==> config.mk <==
export PLATFORM = sky130hd
export DESIGN_NAME = softmax_feeder_flat
export DESIGN_NICKNAME = d
export VERILOG_FILES = /design/src/rtl/sf_pkg.sv /design/src/rtl/softmax_feeder_if.sv /design/src/rtl/sf_regbuf.sv /design/src/rtl/softmax_feeder.sv /design/src/flat_wrapper.sv
export SDC_FILE = /design/constraint.sdc
export NUM_CORES = 1
export LEC_CHECK = 0
export ABC_CLOCK_PERIOD_IN_PS = 4500
export BUFFER_PORTS_ARGS = -buffer_cell sky130_fd_sc_hd__buf_4
export CORE_MARGIN = 8
export CORE_UTILIZATION = 45
export DETAILED_ROUTE_END_ITERATION = 12
export PLACE_DENSITY = 0.67
export SYNTH_ARGS = -nofsm -noshare
export SYNTH_HDL_FRONTEND = slang
export SYNTH_SLANG_ARGS = --single-unit
==> constraint.sdc <==
create_clock -name clk -period 4.5 [get_ports clk]
set_clock_uncertainty 0.05 [all_clocks]
set_input_delay 0.225 -clock clk [delete_from_list [all_inputs] [get_ports clk]]
set_output_delay 0.225 -clock clk [all_outputs]
set_load 0.005 [all_outputs]
==> src/rtl/sf_pkg.sv <==
// Shared definitions for the softmax feeder: data width, default sizing
// and the controller state encoding.
package sf_pkg;

  localparam int Q_W       = 32;  // Q16.16 signed fixed point
  localparam int N_DEF     = 4;   // number of classes
  localparam int IDX_W_DEF = 3;   // index width, 2**IDX_W_DEF > N_DEF

  typedef enum logic [2:0] {
    S_IDLE,
    S_FWD_SEND,
    S_FWD_GAP,
    S_WAIT_MAX,
    S_BP_WAIT,
    S_BP_ACK,
    S_DONE
  } state_e;

endpackage

==> src/rtl/softmax_feeder_if.sv <==
// Feeder <-> softmax bus: forward word stream, argmax return and
// backprop error stream.
interface softmax_feeder_if
  import sf_pkg::*;
#(
  parameter int IDX_W  = IDX_W_DEF,
  parameter int DATA_W = Q_W
);

  logic [DATA_W-1:0] sf_input;
  logic [IDX_W-1:0]  sf_input_idx;
  logic              start;
  logic              backprop_ctrl;
  logic [IDX_W-1:0]  expected_label;
  logic              in_ready;
  logic              max_ready;
  logic [IDX_W-1:0]  max;
  logic              out_ready;
  logic [IDX_W-1:0]  out_idx;
  logic [DATA_W-1:0] out_data;

  // Feeder side
  modport master (
    output sf_input, sf_input_idx, start, backprop_ctrl, expected_label,
    input  in_ready, max_ready, max, out_ready, out_idx, out_data
  );

  // Softmax side
  modport slave (
    input  sf_input, sf_input_idx, start, backprop_ctrl, expected_label,
    output in_ready, max_ready, max, out_ready, out_idx, out_data
  );

endinterface

==> src/rtl/sf_regbuf.sv <==
// N x DATA_W register file: one synchronous write port, one combinational
// read port (reads 0 outside 0..N-1), cleared by reset.
module sf_regbuf #(
  parameter int N      = 4,
  parameter int IDX_W  = 3,
  parameter int DATA_W = 32
) (
  input  logic              clk,
  input  logic              rst_n,
  input  logic              we_i,
  input  logic [IDX_W-1:0]  waddr_i,
  input  logic [DATA_W-1:0] wdata_i,
  input  logic [IDX_W-1:0]  raddr_i,
  output logic [DATA_W-1:0] rdata_o
);

  localparam int AW = $clog2(N);

  logic [DATA_W-1:0] mem_q [N];
  logic [AW-1:0]     waddr;
  logic [AW-1:0]     raddr;
  logic              wr_in_range;
  logic              rd_in_range;

  assign waddr       = waddr_i[AW-1:0];
  assign raddr       = raddr_i[AW-1:0];
  assign wr_in_range = (waddr_i < IDX_W'(N));
  assign rd_in_range = (raddr_i < IDX_W'(N));

  // Storage: clear on reset, write only in-range addresses.
  // NOTE: every entry is reset because the buffers must read back 0 after
  // reset; a RAM-style array without reset would not guarantee that.
  always_ff @(posedge clk or negedge rst_n) begin
    if (!rst_n) begin
      for (int i = 0; i < N; i++) mem_q[i] <= '0;
    end else if (we_i && wr_in_range) begin
      mem_q[waddr] <= wdata_i;
    end
  end

  // Combinational read, zero for out-of-range indices.
  assign rdata_o = rd_in_range ? mem_q[raddr] : '0;

endmodule

==> src/rtl/softmax_feeder.sv <==
// Buffers N logits, streams them into softmax with a one-cycle start gap
// between words, captures the argmax, then collects the backprop error
// vector into a readable buffer.
module softmax_feeder
  import sf_pkg::*;
#(
  parameter int N      = N_DEF,
  parameter int IDX_W  = IDX_W_DEF,
  parameter int DATA_W = Q_W
) (
  input  logic              clk,
  input  logic              rst_n,
  input  logic              ld_valid,
  input  logic [IDX_W-1:0]  ld_idx,
  input  logic [DATA_W-1:0] ld_data,
  input  logic              go,
  input  logic [IDX_W-1:0]  label_in,
  input  logic [IDX_W-1:0]  err_rd_idx,
  output logic [DATA_W-1:0] err_rd_data,
  output logic              busy,
  output logic              done,
  output logic [IDX_W-1:0]  pred,
  softmax_feeder_if.master  sf
);

  localparam logic [IDX_W-1:0] LAST = IDX_W'(N - 1);

  state_e           state_q, state_d;
  logic [IDX_W-1:0] idx_q, idx_d;
  logic [IDX_W-1:0] pred_q, pred_d;
  logic [IDX_W-1:0] label_q, label_d;
  logic             bp_q, bp_d;
  logic             logit_we;
  logic             err_we;

  // Logits are only writable while idle so a pass never sees them change.
  assign logit_we = (state_q == S_IDLE) && ld_valid;
  // Backprop words are captured only once the feeder signals ready.
  assign err_we   = (state_q == S_BP_ACK) && sf.out_ready;

  sf_regbuf #(.N(N), .IDX_W(IDX_W), .DATA_W(DATA_W)) u_logit (
    .clk     (clk),
    .rst_n   (rst_n),
    .we_i    (logit_we),
    .waddr_i (ld_idx),
    .wdata_i (ld_data),
    .raddr_i (idx_q),
    .rdata_o (sf.sf_input)
  );

  sf_regbuf #(.N(N), .IDX_W(IDX_W), .DATA_W(DATA_W)) u_err (
    .clk     (clk),
    .rst_n   (rst_n),
    .we_i    (err_we),
    .waddr_i (sf.out_idx),
    .wdata_i (sf.out_data),
    .raddr_i (err_rd_idx),
    .rdata_o (err_rd_data)
  );

  // Next-state and register updates for the pass sequencer.
  // NOTE: every signal gets its hold value first so no path leaves it
  // unassigned, which would otherwise infer a latch.
  always_comb begin
    state_d = state_q;
    idx_d   = idx_q;
    pred_d  = pred_q;
    label_d = label_q;
    bp_d    = bp_q;
    case (state_q)
      S_IDLE: begin
        if (go) begin
          label_d = label_in;
          idx_d   = '0;
          state_d = S_FWD_SEND;
        end
      end
      S_FWD_SEND: begin
        if (sf.in_ready) begin
          if (idx_q == LAST) begin
            state_d = S_WAIT_MAX;
          end else begin
            idx_d   = idx_q + 1'b1;
            state_d = S_FWD_GAP;
          end
        end
      end
      S_FWD_GAP:  state_d = S_FWD_SEND;
      S_WAIT_MAX: begin
        if (sf.max_ready) begin
          pred_d  = sf.max;
          bp_d    = 1'b1;
          state_d = S_BP_WAIT;
        end
      end
      S_BP_WAIT: begin
        if (sf.out_ready) state_d = S_BP_ACK;
      end
      S_BP_ACK: begin
        if (sf.out_ready && (sf.out_idx == LAST)) begin
          bp_d    = 1'b0;
          state_d = S_DONE;
        end
      end
      S_DONE:  state_d = S_IDLE;
      default: state_d = S_IDLE;
    endcase
  end

  // State registers; reset aborts a pass immediately.
  // NOTE: non-blocking assignments so all registers update together from
  // the values present before the edge.
  always_ff @(posedge clk or negedge rst_n) begin
    if (!rst_n) begin
      state_q <= S_IDLE;
      idx_q   <= '0;
      pred_q  <= '0;
      label_q <= '0;
      bp_q    <= 1'b0;
    end else begin
      state_q <= state_d;
      idx_q   <= idx_d;
      pred_q  <= pred_d;
      label_q <= label_d;
      bp_q    <= bp_d;
    end
  end

  assign sf.sf_input_idx   = idx_q;
  assign sf.start          = (state_q == S_FWD_SEND) || (state_q == S_BP_ACK);
  assign sf.backprop_ctrl  = bp_q;
  assign sf.expected_label = label_q;
  assign busy              = (state_q != S_IDLE);
  assign done              = (state_q == S_DONE);
  assign pred              = pred_q;

endmodule

==> src/flat_wrapper.sv <==
// flat-port wrapper written by rule: the top's interface ports become plain ports
module softmax_feeder_flat import sf_pkg::*;
#(
  parameter int N      = N_DEF,
  parameter int IDX_W  = IDX_W_DEF,
  parameter int DATA_W = Q_W
)
  (clk, rst_n, ld_valid, ld_idx, ld_data, go, label_in, err_rd_idx, err_rd_data, busy, done, pred, sf_sf_input, sf_sf_input_idx, sf_start, sf_backprop_ctrl, sf_expected_label, sf_in_ready, sf_max_ready, sf_max, sf_out_ready, sf_out_idx, sf_out_data);
  softmax_feeder_if #(.IDX_W(IDX_W), .DATA_W(DATA_W)) sf_i ();
  input  logic clk;
  input  logic rst_n;
  input  logic ld_valid;
  input  logic [IDX_W-1:0] ld_idx;
  input  logic [DATA_W-1:0] ld_data;
  input  logic go;
  input  logic [IDX_W-1:0] label_in;
  input  logic [IDX_W-1:0] err_rd_idx;
  output logic [DATA_W-1:0] err_rd_data;
  output logic busy;
  output logic done;
  output logic [IDX_W-1:0] pred;
  output wire logic [$bits(sf_i.sf_input)-1:0] sf_sf_input;
  output wire logic [$bits(sf_i.sf_input_idx)-1:0] sf_sf_input_idx;
  output wire logic [$bits(sf_i.start)-1:0] sf_start;
  output wire logic [$bits(sf_i.backprop_ctrl)-1:0] sf_backprop_ctrl;
  output wire logic [$bits(sf_i.expected_label)-1:0] sf_expected_label;
  input wire logic [$bits(sf_i.in_ready)-1:0] sf_in_ready;
  input wire logic [$bits(sf_i.max_ready)-1:0] sf_max_ready;
  input wire logic [$bits(sf_i.max)-1:0] sf_max;
  input wire logic [$bits(sf_i.out_ready)-1:0] sf_out_ready;
  input wire logic [$bits(sf_i.out_idx)-1:0] sf_out_idx;
  input wire logic [$bits(sf_i.out_data)-1:0] sf_out_data;
  assign sf_sf_input = sf_i.sf_input;
  assign sf_sf_input_idx = sf_i.sf_input_idx;
  assign sf_start = sf_i.start;
  assign sf_backprop_ctrl = sf_i.backprop_ctrl;
  assign sf_expected_label = sf_i.expected_label;
  assign sf_i.in_ready = sf_in_ready;
  assign sf_i.max_ready = sf_max_ready;
  assign sf_i.max = sf_max;
  assign sf_i.out_ready = sf_out_ready;
  assign sf_i.out_idx = sf_out_idx;
  assign sf_i.out_data = sf_out_data;
  softmax_feeder #(.N(N), .IDX_W(IDX_W), .DATA_W(DATA_W)) u_core (.clk(clk), .rst_n(rst_n), .ld_valid(ld_valid), .ld_idx(ld_idx), .ld_data(ld_data), .go(go), .label_in(label_in), .err_rd_idx(err_rd_idx), .err_rd_data(err_rd_data), .busy(busy), .done(done), .pred(pred), .sf(sf_i));
endmodule
Word level (Yosys, flattened, before mapping)
Index checks and enable logic that the tools add are counted.

Bits in registers: 269. Output and inout port bits: 77. Logic and storage cells: 87. Input bits: 86.

Bitwise operators: 4. Reduce and logical (&&, ||, !) cells: 17. Equality and inequality tests: 14. $lt $le $gt $ge: 10. Add/subtract/negate cells: 1. Mux-type cells: 28.

Operator list (count): 128-bit bitwise mux (2); 32-bit two-way mux (8); 32-bit binary-select mux with 2-bit select (2); 32-bit demux with 2-bit select (2); 3-bit two-way mux (8); 3-bit case mux with 6 select lines (1); 3-bit by 2-bit == test with 1-bit output, second input constant (4); 3-bit greater-or-equal comparator, second input constant (4); 3-bit less-than comparator, second input constant (4); 2-bit inequality test, second input constant (6); 2-bit NOT with 3-bit output (4); 3-bit == test, second input constant (3); 1-bit logical AND (7); 3-bit by 1-bit less-than comparator with 1-bit output, second input constant (2); 3-bit case mux with 2 select lines (1); 5-bit AND reduction (1); 2-bit AND reduction (2); 4-bit AND reduction (1); 2-bit nonzero test (2); 3-bit by 1-bit adder with 3-bit output, second input constant (1); 3-bit by 1-bit == test with 1-bit output, second input constant (1); 3-bit zero test (1); 1-bit two-way mux (3); 3-bit AND reduction (1); other kinds (3) (3).

Depth between registers and ports, before layout
Depth in word-level cells: 6. Mapped depth: 7. Mapped depth without buffers: 5.

By module
Synthesis repeated with hierarchy kept, for this count alone.

Cells, all modules: 833. Area total of the unflattened synthesis: 12146.6 um^2.

Modules (own cells, without submodules): sf_regbuf (area an instance 5738.0 um^2, cells each 386, seq. area each 3203.1 um^2, times used 2); softmax_feeder (area an instance 670.6 um^2, cells each 61, seq. area each 325.3 um^2, times used 1).

Least setup slack after synthesis
No wires, ideal clock.

Path type: register -> output. Start: reg u_core.idx_q[0] (netlist: u_core.sf.sf_input_idx[0]). End: out sf_sf_input[10]. Stages on the path, launching flop included: 5. Path slack: 2.520 ns. Path buffers: 2. Data required time: 4.225 ns. Data arrival time: 1.705 ns. Cell sequence: dfrtp_1 -> clkbuf_1 -> buf_2 -> mux4_2 -> and2_1.

Longest elaborated chain between the ends: 5. Elaborated cells between the ends (all ways): 6. Classes of those cells: 1 x order compare; 4 x mux; 1 x bitwise.

RTL lines: start, declared (line softmax_feeder.sv:29) `logic [IDX_W-1:0] idx_q, idx_d;`; start signal, assigned (line softmax_feeder.sv:122) `idx_q <= idx_d;`; 2-bit NOT with 3-bit output (not written as such) (line sf_regbuf.sv:42) `assign rdata_o = rd_in_range ? mem_q[raddr] : '0;`; 32-bit binary-select mux with 2-bit select (line sf_regbuf.sv:42); 32-bit two-way mux (not written as such) (2 in a row) (line sf_regbuf.sv:42); 32-bit two-way mux * (line sf_regbuf.sv:42); end, declared (line flat_wrapper.sv:22) `output wire logic [$bits(sf_i.sf_input)-1:0] sf_sf_input;`.

Mark *: on every way between the ends. The rest lies on a longest branch, timed or not. The select of a mux whose other input is x is not followed.

Worst setup path after layout
Start: reg u_core.idx_q[0] (netlist: u_core.sf.sf_input_idx[0]). End: out sf_sf_input[25].

The elaborated chain is that of the path after synthesis.

==> results.cfg <==
[critical_path]
r2r_start = u_core.state_q[2]$_DFFE_PN0P_
critPathLaunchType = flip-flop
rr_endpoint = u_core.u_err.mem_q[11]$_DFFE_PN0P_
crit_fanout = 24
worstSetupPathType = reg2out
cp-end-kind = output pin
setup.worst_path.start = u_core.sf.sf_input_idx[0]$_DFFE_PN0P_
endpoint = sf_sf_input[25]
critPathArrivalTime_ps = 2710
reg2reg_depth = 4
reg2reg_slack_ps = 1840
required_ps = 4220

[timing]
final-hold-violation-count = 0
setup_viol = 0
rsz0062_at_grt = no
period_minus_slack_ps = 2985
fmax_mhz = 335.0
slew-limit-headroom = 0.3775
tns_ps = 0
worst_pin_slew_ps = 930.8
drv_slew = 0
min_period_over_period = 0.6634

[synthesis]
synth-main-ff-cell = dfrtp_1
async_reset_ff_frac = 1.000
ys.warnings.count = 0
syn_nets = 845
avgSynthCellArea_um2 = 16.20
yosysSeqAreaShare = 0.5488
postSynthCellCount = 757
synth-seq-cells = 269
yosysUniqueCellTypes = 35
synth_area_mm2 = 0.01227
synth_edf_count = 0

[floorplan]
die_y_um = 181.1
initial_core_util = 0.4564
fp.dieW_um = 181.1
io_pins = 163
die_area_mm2 = 0.03280
core_mm2 = 0.02688
row_count = 60

[detailed_routing]
vias = 7202
routed_wirelength_mm = 27.02
drtIter0Drc = 304
drt-pass1-iter-count = 4
wl_per_cell_um = 20.00
via_per_inst = 5.331
remaining_drc_errors = 0
ant_nets = 0

[clock_tree]
htree_levels = 1
cts_buffers = 30
cts_tree = built
cts_sinks = 269
cts.clk_slew.worst_paths_ps = 60
cts-resized-gates = 0
cts_buffer_depth = 3
root_buffer = clkbuf_16
cts_setup_buffers = 0
cts_hold_buf = 72
clock_latency_ps = 530

[power_and_ir_drop]
p_leak_nw = 7.278
irDropWorstVdd_uv = 383.1
p_per_area_mw_per_mm2 = 607.5

[global_routing]
overflow = 0
grt_pass1_vias = 8029
grt_pass1_wl_mm = 44.87
grt_max_degree = 124
antenna_found_initial = 1
grt_util_all_layers = 0.1667

[finish]
fin_util = 0.5757
area_growth_pct = 26.13
fillers = 2128
fin_nets = 1074
drive_above_1_share = 0.5530

[worst_hold_path]
hold_path.class = in2reg

[status]
status = finished clean

[placed_design]
portBuffers = 162
gp_congestion = 0.7342
hpwl_mm = 16.71

[job]
drv_cap = 0
## flip-flops by register name, indices dropped and copies added (netlist names)
register and count:
u_core.pred 3, u_core.sf.backprop_ctrl 1, u_core.sf.expected_label 3, u_core.sf.sf_input_idx 3, u_core.state_q 3, u_core.u_err.mem_q 128
u_core.u_logit.mem_q 128
## kinds of logic after synthesis
logic type	Yosys count	synth area share
adders and majority gates	2	0.002040
and+or+nand+nor	92	0.04814
DFF	269	0.5488
AOI/OAI and AO/OA	7	0.004080
buffers and inverters	56	0.02530
muxes	331	0.3717
## through the flow
stage / worst slack (ps) / total power [mW] / instances / hold WS, ps / cell area (um2)
after floorplan: 2520 / 5.972 / 757 / -120.6 / 12270
after global placement: 1963 / 6.978 / 1223 / 348.2 / 13780
after detailed placement: 1837 / 7.062 / 1223 / 346.1 / 13780
after CTS: 1397 / 9.521 / 1350 / 48.67 / 15470
after global routing: 1289 / 9.970 / 1351 / 88.45 / 15470
final: 1515 / 9.400 / 1351 / 72.06 / 15470
## worst min-delay path by stage
stage	to	from	slack [ps]	cells past startpoint
after global routing	u_core.state_q[1]$_DFFE_PN0P_	sf_in_ready	90	3
final	u_core.state_q[1]$_DFFE_PN0P_	sf_in_ready	70	3
after global placement	u_core.u_err.mem_q[100]$_DFFE_PN0P_	rst_n	350	1
after CTS	u_core.state_q[1]$_DFFE_PN0P_	sf_in_ready	50	3
after detailed placement	u_core.u_err.mem_q[100]$_DFFE_PN0P_	rst_n	350	1
after floorplan	u_core.pred[0]$_DFFE_PN0P_	rst_n	-120	0
## layout make-up
cell class	instances	area (um2)	share of cell area
Sequential cell	269	6733	0.4351
Multi-Input combinational cell	432	5249	0.3392
Timing Repair Buffer	247	2067	0.1336
Clock buffer	47	925.9	0.05984
Tap cell	341	426.7	0.02758
Clock inverter	8	46.29	0.002992
Inverter	6	22.52	0.001456
Antenna cell	1	2.502	0.0001617
## worst max-delay path, cell delays in order (launching register included)
cell and delay [ps]:
dfrtp_2 900, buf_4 410, mux4_2 540, and2_1 180
buf_4 130
## cell usage after synthesis (2+ instances only)
master | count | area (um2)
nand3_1 | 2 | 10.01
nand2_1 | 5 | 18.77
clkbuf_1 | 16 | 60.06
dfrtp_1 | 269 | 6731
nor2b_1 | 33 | 206.5
and2_1 | 32 | 200.2
mux4_2 | 64 | 1441
ha_1 | 2 | 25.02
o21ai_0 | 3 | 15.01
buf_6 | 3 | 33.78
buf_2 | 23 | 115.1
nor2_1 | 2 | 7.510
and3_1 | 3 | 18.77
mux2_2 | 235 | 2646
buf_1 | 5 | 18.77
buf_12 | 3 | 60.06
nor3_1 | 4 | 20.02
nand3b_1 | 2 | 15.01
mux2_4 | 30 | 450.4
inv_1 | 6 | 22.52
## power by group
| group | switching, mW | internal, mW | total [mW] |
|---|---|---|---|
| registers | 0.599 | 3.51 | 4.11 |
| clock network | 0.949 | 1.40 | 2.35 |
| logic | 0.898 | 2.04 | 2.94 |
## cells in the final DEF (no fill, tap or decap), drive strengths merged
cell         synthesis  routed
dfrtp              269     269
mux2               266     266
buf                 34     175
dlygate4sd3          0      72
mux4                64      64
clkbuf              16      47
nor2b               33      33
and2                32      32
inv                  6       7
clkinv               0       6
nand2                5       5
nor3                 5       5
and3                 3       3
o21ai                3       3
nand3b               2       2
nand3                2       2
nor2                 2       2
ha                   2       2
nand2b               2       2
nor4b                2       2
diode                0       1
nor4bb               1       1
or4                  1       1
nand4                1       1
a211o                1       1
o311a                1       1
mux2i                1       1
a22oi                1       1
o32ai                1       1
nor4                 1       1
clkinvlp             0       1
## layer usage
layer / global-route usage / wire (um)
met5: 0 / 0
met4: 0.03673 / 517
met3: 0.04333 / 1609
met2: 0.2630 / 12590
met1: 0.2291 / 12300
No activity file was read; power rests on OpenSTA's default activity.
